File: src/rtl/i2c_pkg.sv
// rtl/i2c_pkg.sv - shared types and constants for the I2C read master
//
// Contents:
//   i2c_mstate_t      master FSM state encoding
//   I2C_RD / I2C_WR   R/W bit values appended to the 7-bit address
//   I2C_DEFAULT_ADDR  default target address (7'h64)
package i2c_pkg;

    typedef enum logic [2:0] {
        S_IDLE,
        S_START,
        S_ADDR,
        S_ADDR_ACK,
        S_READ,
        S_MACK,
        S_STOP,
        S_FINISH
    } i2c_mstate_t;

    localparam logic       I2C_RD           = 1'b1;
    localparam logic       I2C_WR           = 1'b0;
    localparam logic [6:0] I2C_DEFAULT_ADDR = 7'h64;

endpackage

File: src/rtl/i2c_quarter_tick.sv
// rtl/i2c_quarter_tick.sv - SCL quarter-period tick generator
//
// Ports:
//   clk, rst_n  system clock, asynchronous active-low reset
//   clear       restart the period from zero (used when a transaction starts)
//   hold        freeze the counter (SCL stretched by a slave)
//   tick        one-cycle pulse every CLK_DIV unheld cycles
module i2c_quarter_tick #(
    parameter int CLK_DIV = 16
) (
    input  logic clk,
    input  logic rst_n,
    input  logic clear,
    input  logic hold,
    output logic tick
);

    localparam logic [7:0] LAST = 8'(CLK_DIV - 1);

    logic [7:0] cnt;

    always_ff @(posedge clk or negedge rst_n) begin
        if (!rst_n) begin
            cnt <= '0;
        end else if (clear || tick) begin
            cnt <= '0;
        end else if (!hold) begin
            cnt <= cnt + 8'd1;
        end
    end

    assign tick = (cnt == LAST) && !hold;

endmodule

File: src/rtl/i2c_read_master.sv
// rtl/i2c_read_master.sv - I2C master reading a 3-byte position record
//
// Each accepted start runs: START, {TARGET_ADDR, R}, address ACK check,
// three data bytes (ACK, ACK, NACK), STOP, then a one-cycle done pulse.
// Optional macro I2C_READ_MASTER_STRETCH_EN: honour slave clock stretching
// (scl_in is otherwise unused).
//
// Ports:
//   clk, rst_n              system clock, asynchronous active-low reset
//   start                   single-cycle request, ignored while busy
//   busy                    transaction in progress
//   done                    one-cycle end-of-transaction pulse
//   nack_err                address was not acknowledged (valid with done)
//   x_pos, y_pos, status    last good read results
//   scl_in, sda_in          raw pad levels
//   scl_oe, sda_oe          1 = pull line low
//   sda_out                 constant 0 (open-drain data)
module i2c_read_master
    import i2c_pkg::*;
#(
    parameter logic [6:0] TARGET_ADDR = I2C_DEFAULT_ADDR,
    parameter int         CLK_DIV     = 16
) (
    input  logic       clk,
    input  logic       rst_n,
    input  logic       start,
    output logic       busy,
    output logic       done,
    output logic       nack_err,
    output logic [7:0] x_pos,
    output logic [7:0] y_pos,
    output logic [7:0] status,
    input  logic       scl_in,
    input  logic       sda_in,
    output logic       scl_oe,
    output logic       sda_oe,
    output logic       sda_out
);

    localparam logic [7:0] ADDR_BYTE = {TARGET_ADDR, I2C_RD};

    i2c_mstate_t state;
    logic [1:0]  q;
    logic [2:0]  bit_cnt;
    logic [2:0]  bit_nxt;
    logic [1:0]  byte_idx;
    logic [7:0]  shreg;
    logic [7:0]  stg0, stg1, stg2;
    logic        nack;
    logic        tick;
    logic        hold;
    logic        clear;
    logic [1:0]  sda_sync;
    logic        sda_s;

    assign sda_out = 1'b0;
    assign bit_nxt = bit_cnt + 3'd1;
    assign clear   = (state == S_IDLE) && start;

    always_ff @(posedge clk or negedge rst_n) begin
        if (!rst_n) sda_sync <= 2'b11;
        else        sda_sync <= {sda_sync[0], sda_in};
    end
    assign sda_s = sda_sync[1];

`ifdef I2C_READ_MASTER_STRETCH_EN
    logic [1:0] scl_sync;
    always_ff @(posedge clk or negedge rst_n) begin
        if (!rst_n) scl_sync <= 2'b11;
        else        scl_sync <= {scl_sync[0], scl_in};
    end
    // SCL released but still seen low: a slave is stretching, stall the quarter.
    assign hold = !scl_oe && !scl_sync[1];
`else
    logic unused_scl;
    assign unused_scl = scl_in;
    assign hold       = 1'b0;
`endif

    i2c_quarter_tick #(.CLK_DIV(CLK_DIV)) u_tick (
        .clk   (clk),
        .rst_n (rst_n),
        .clear (clear),
        .hold  (hold),
        .tick  (tick)
    );

    // Bit states share one quarter sequence: Q2 entry releases SCL, Q3 entry
    // samples SDA, and the wrap to the next Q0 pulls SCL low and sets up the
    // SDA level of whichever bit comes next.
    always_ff @(posedge clk or negedge rst_n) begin
        if (!rst_n) begin
            state    <= S_IDLE;
            q        <= '0;
            bit_cnt  <= '0;
            byte_idx <= '0;
            shreg    <= '0;
            stg0     <= '0;
            stg1     <= '0;
            stg2     <= '0;
            nack     <= 1'b0;
            scl_oe   <= 1'b0;
            sda_oe   <= 1'b0;
            busy     <= 1'b0;
            done     <= 1'b0;
            nack_err <= 1'b0;
            x_pos    <= '0;
            y_pos    <= '0;
            status   <= '0;
        end else begin
            done <= 1'b0;
            case (state)
                S_IDLE: begin
                    if (start) begin
                        state    <= S_START;
                        busy     <= 1'b1;
                        q        <= '0;
                        nack     <= 1'b0;
                        bit_cnt  <= '0;
                        byte_idx <= '0;
                    end
                end
                S_START: begin
                    if (tick) begin
                        q <= q + 2'd1;
                        case (q)
                            2'd0: sda_oe <= 1'b1;
                            2'd2: scl_oe <= 1'b1;
                            2'd3: begin
                                // SCL has been low a full quarter before data moves.
                                state  <= S_ADDR;
                                sda_oe <= ~ADDR_BYTE[7];
                            end
                            default: ;
                        endcase
                    end
                end
                S_ADDR, S_ADDR_ACK, S_READ, S_MACK: begin
                    if (tick) begin
                        q <= q + 2'd1;
                        case (q)
                            2'd1: scl_oe <= 1'b0;
                            2'd2: begin
                                if (state == S_ADDR_ACK) nack  <= sda_s;
                                if (state == S_READ)     shreg <= {shreg[6:0], sda_s};
                            end
                            2'd3: begin
                                scl_oe <= 1'b1;
                                case (state)
                                    S_ADDR: begin
                                        if (bit_cnt == 3'd7) begin
                                            state   <= S_ADDR_ACK;
                                            bit_cnt <= '0;
                                            sda_oe  <= 1'b0;
                                        end else begin
                                            bit_cnt <= bit_nxt;
                                            sda_oe  <= ~ADDR_BYTE[3'd7 - bit_nxt];
                                        end
                                    end
                                    S_ADDR_ACK: begin
                                        if (nack) begin
                                            state  <= S_STOP;
                                            sda_oe <= 1'b1;
                                        end else begin
                                            state    <= S_READ;
                                            byte_idx <= '0;
                                            sda_oe   <= 1'b0;
                                        end
                                    end
                                    S_READ: begin
                                        if (bit_cnt == 3'd7) begin
                                            state   <= S_MACK;
                                            bit_cnt <= '0;
                                            case (byte_idx)
                                                2'd0:    stg0 <= shreg;
                                                2'd1:    stg1 <= shreg;
                                                default: stg2 <= shreg;
                                            endcase
                                            // ACK the first two bytes, NACK the last.
                                            sda_oe <= (byte_idx != 2'd2);
                                        end else begin
                                            bit_cnt <= bit_nxt;
                                            sda_oe  <= 1'b0;
                                        end
                                    end
                                    default: begin
                                        if (byte_idx != 2'd2) begin
                                            state    <= S_READ;
                                            byte_idx <= byte_idx + 2'd1;
                                            sda_oe   <= 1'b0;
                                        end else begin
                                            state  <= S_STOP;
                                            sda_oe <= 1'b1;
                                        end
                                    end
                                endcase
                            end
                            default: ;
                        endcase
                    end
                end
                S_STOP: begin
                    if (tick) begin
                        q <= q + 2'd1;
                        case (q)
                            2'd1: scl_oe <= 1'b0;
                            2'd3: begin
                                sda_oe <= 1'b0;
                                state  <= S_FINISH;
                            end
                            default: ;
                        endcase
                    end
                end
                S_FINISH: begin
                    done     <= 1'b1;
                    busy     <= 1'b0;
                    nack_err <= nack;
                    if (!nack) begin
                        x_pos  <= stg0;
                        y_pos  <= stg1;
                        status <= stg2;
                    end
                    state <= S_IDLE;
                end
                default: state <= S_IDLE;
            endcase
        end
    end

endmodule

File: config.mk
export PLATFORM = sky130hd
export DESIGN_NAME = i2c_read_master
export DESIGN_NICKNAME = d
export VERILOG_FILES = /design/src/rtl/i2c_pkg.sv /design/src/rtl/i2c_quarter_tick.sv /design/src/rtl/i2c_read_master.sv
export SDC_FILE = /design/constraint.sdc
export NUM_CORES = 1
export LEC_CHECK = 0
export ABC_AREA = 1
export CORE_UTILIZATION = 60
export CTS_BUF_LIST = sky130_fd_sc_hd__clkbuf_4 sky130_fd_sc_hd__clkbuf_8
export CTS_CLUSTER_SIZE = 20
export DETAILED_ROUTE_END_ITERATION = 7
export PLACE_DENSITY = 0.92
export SETUP_SLACK_MARGIN = 0.05
export SLEW_MARGIN = 20
export SYNTH_ARGS = -nofsm -noshare
export SYNTH_HDL_FRONTEND = slang
export SYNTH_SLANG_ARGS = --single-unit
File: constraint.sdc
create_clock -name clk -period 3 [get_ports clk]
set_input_delay 0.45 -clock clk [delete_from_list [all_inputs] [get_ports clk]]
set_output_delay 0.45 -clock clk [all_outputs]
set_load 0.005 [all_outputs]
==> impl_metrics.json <==
{
  "cts_tree": "done",
  "viasPerCell": 5.29,
  "status": "finished, final reports clean",
  "portBuffers": 32,
  "vias": 3022,
  "pwr-share-clk": 0.249,
  "grt_pass1_vias": 2993,
  "netlist_area_um2": 3970,
  "switching_power_uw": 1220,
  "area_growth_pct": 14.2,
  "fin_area_um2": 4530,
  "pwr_density_cell_nw_per_um2": 710,
  "setup_viol": 0,
  "crit_arrival_ns": 2.52,
  "start_util": 0.624,
  "dieArea_um2": 6940,
  "tightest_slew_ns": 0.711,
  "routed_wl_mm": 7.22,
  "first_pass_iters": 4,
  "cp-end-kind": "register",
  "combPwrFrac": 0.322,
  "boundaryPins": 35,
  "intPower_uw": 2000,
  "layout-drive-gt1-share": 0.126,
  "grt-busiest-layer": "met2",
  "final-seq-area_um2": 2050,
  "holdCritPathClass": "reg2reg",
  "grt-ovfl-total": 0,
  "num_rows": 29,
  "syn_avg_cell_area_um2": 8.71,
  "grt_pass1_wl_mm": 12.9,
  "final_nets": 504,
  "syn_nets": 470,
  "use_met3": 0.0616,
  "nFillCells": 481,
  "met1_usage": 0.277,
  "synth_cell_types": 36,
  "cts_buffers": 9,
  "required_ns": 3.23,
  "n_antenna_cell": 0,
  "clk_pin_slew_ns": 0.08,
  "dp_hpwl_mm": 4.90,
  "synth_cells": 455,
  "ys_ff_latch": 82,
  "synthMuxAreaShare": 0,
  "gr-usage-met2": 0.409,
  "critPathKind": "reg2reg",
  "place_area_um2": 4290,
  "coreArea_um2": 6350,
  "drv_cap": 0,
  "final_cell_mix": "nand2_1, dfrtp_1, inv_1",
  "clk-insertion-delay-late_ns": 0.35,
  "cts.repair.resized": 0,
  "route.detailed.drc": 0,
  "wl_per_cell_um": 12.6,
  "hold-worst-slack_ns": 0.362,
  "max-vdd-ir-drop_mv": 0.733,
  "p_leak_uw": 0.00230,
  "hold_viol": 0,
  "die_h_um": 83.3,
  "max_freq_ghz": 0.438,
  "rsz0062_at_grt": "no",
  "synth_compound_area_frac": 0.0802,
  "cts-root-buf": "clkbuf_8",
  "h-tree-depth": 3,
  "fin_skew_ns": 0.00671,
  "cts_buffer_depth": 2,
  "cts.sinks": 82,
  "die_w_um": 83.3,
  "ys_seq_area_frac": 0.518,
  "synth_top_family_by_area": "simple AND/OR/NAND/NOR gates",
  "maxSlewHeadroom": 0.526,
  "yosys_warnings": 0,
  "fin_setup_tns_ns": 0,
  "seqPwrFrac": 0.428,
  "worstPathMaxFanout": 16,
  "drt_iter0_drc": 209,
  "finalCritPeriodShare": 0.762,
  "switching_share": 0.378,
  "synth_xor_area_frac": 0.0133,
  "multi_input_area_um2": 1650,
  "grt_max_degree": 83,
  "final_max_slew_viol_count": 0,
  "drtAntennaViolNets": 0,
  "place.gp.congestion": 0.930,
  "final_common_cell": "nand2_1",
  "synth-adder-area-share": 0.0316,
  "synthSimpleGateAreaFrac": 0.289,
  "cp-start-kind": "register",
  "globalRouteTotalUtil": 0.234,
  "fin_crit_ns": 2.29,
  "antenna_found_initial": 0
}
kinds of logic after synthesis:
| group | count (synthesis) |
|---|---|
| AND/OR/NAND/NOR | 254 |
| flip-flops | 82 |
| buffers and inverters | 57 |
| AO/OA/AOI/OAI | 48 |
| adder cells (fa/ha/maj) | 10 |
| XOR/XNOR | 3 |
| other | 1 |
area by class of cell:
class | count | area share
clock buffers | 11 | 0.0321
clock inverters | 5 | 0.0119
inverters | 46 | 0.0387
multi-input cells | 316 | 0.364
flip-flops and latches | 82 | 0.454
well taps | 77 | 0.0213
repair buffers | 34 | 0.0785
power groups by stage:
| stage | clock (µW) | sequential [µW] | combinational, µW |
|---|---|---|---|
| floorplan | 0 | 1310 | 883 |
| global placement | 0 | 1390 | 969 |
| detailed placement | 0 | 1400 | 1010 |
| CTS | 816 | 1370 | 1020 |
| global route | 866 | 1390 | 1180 |
| finish | 802 | 1380 | 1040 |
worst max-delay path: stages (launching register included):
cell and delay, ns:
dfrtp_1 0.81, xnor2_2 0.27, nor2_1 0.28, nand4_2 0.48, nand2_1 0.24, o21ai_2 0.07
cells in the mapped netlist (all sizes together):
| cell type | number | area [µm²] |
|---|---|---|
| conb | 1 | 3.75 |
| nor3 | 3 | 15.0 |
| dfstp | 2 | 52.6 |
| xor2 | 2 | 36.3 |
| nand2 | 187 | 724 |
| nand3 | 17 | 125 |
| o22ai | 1 | 6.26 |
| o211ai | 1 | 7.51 |
| o21a | 1 | 7.51 |
| o21ai | 40 | 272 |
| nand4 | 5 | 37.5 |
| xnor2 | 1 | 16.3 |
| nor2 | 39 | 223 |
| nand3b | 2 | 15.0 |
| buf | 9 | 81.3 |
| a21oi | 5 | 25.0 |
| inv | 46 | 175 |
| dfrtp | 80 | 2000 |
| clkbuf | 2 | 7.51 |
| nor3b | 1 | 7.51 |
| ha | 10 | 125 |
per-stage QoR:
| stage | instances | power [µW] | utilization | setup WS [ns] |
|---|---|---|---|---|
| 3_5_place_dp | 553 | 2410 | 0.676 | 0.739 |
| 4_1_cts | 569 | 3210 | 0.707 | 0.694 |
| 5_1_grt | 571 | 3440 | 0.713 | 0.517 |
| 2_1_floorplan | 455 | 2190 | - | 1.45 |
| 3_3_place_gp | 553 | 2360 | 0.676 | 0.859 |
| 6_report | 571 | 3210 | 0.713 | 0.715 |
sequential cells by signal (all words and copies together) (netlist names), 2 cells and up:
register    cells
shreg           8
status          8
stg0            8
stg1            8
stg2            8
u_tick.cnt      8
x_pos           8
y_pos           8
bit_cnt         3
state           3
byte_idx        2
q               2
sda_sync        2
timing repair:
item,4_1_cts,5_1_grt
hold buffers,0,1
endpoints found under the hold margin,0,23
setup buffers,0,0
final timing paths:
kind	slack, ns	cells after the start	startpoint	to
max	0.71	5	state[1]$_DFFE_PN0P_	stg2[2]$_DFFE_PN0P_
min	0.36	0	sda_sync[0]$_DFF_PN1_	sda_sync[1]$_DFF_PN1_
max reg2reg	0.71	5	state[1]$_DFFE_PN0P_	stg2[2]$_DFFE_PN0P_
min reg2reg	0.36	0	sda_sync[0]$_DFF_PN1_	sda_sync[1]$_DFF_PN1_
max in group asynchronous	1.84	3	rst_n	sda_sync[0]$_DFF_PN1_
min in group asynchronous	0.53	2	rst_n	y_pos[2]$_DFFE_PN0P_
layer usage:
layer | vias up | routed length (µm) | part of all wire
met3 | 20 | 303 | 0.042
met2 | 72 | 3550 | 0.49
met5 | - | 0 | 0
met1 | 1448 | 3170 | 0.44
met4 | 0 | 191 | 0.026
li1 | 1482 | - | -
Note: power is estimated with default switching activity, not from simulation.
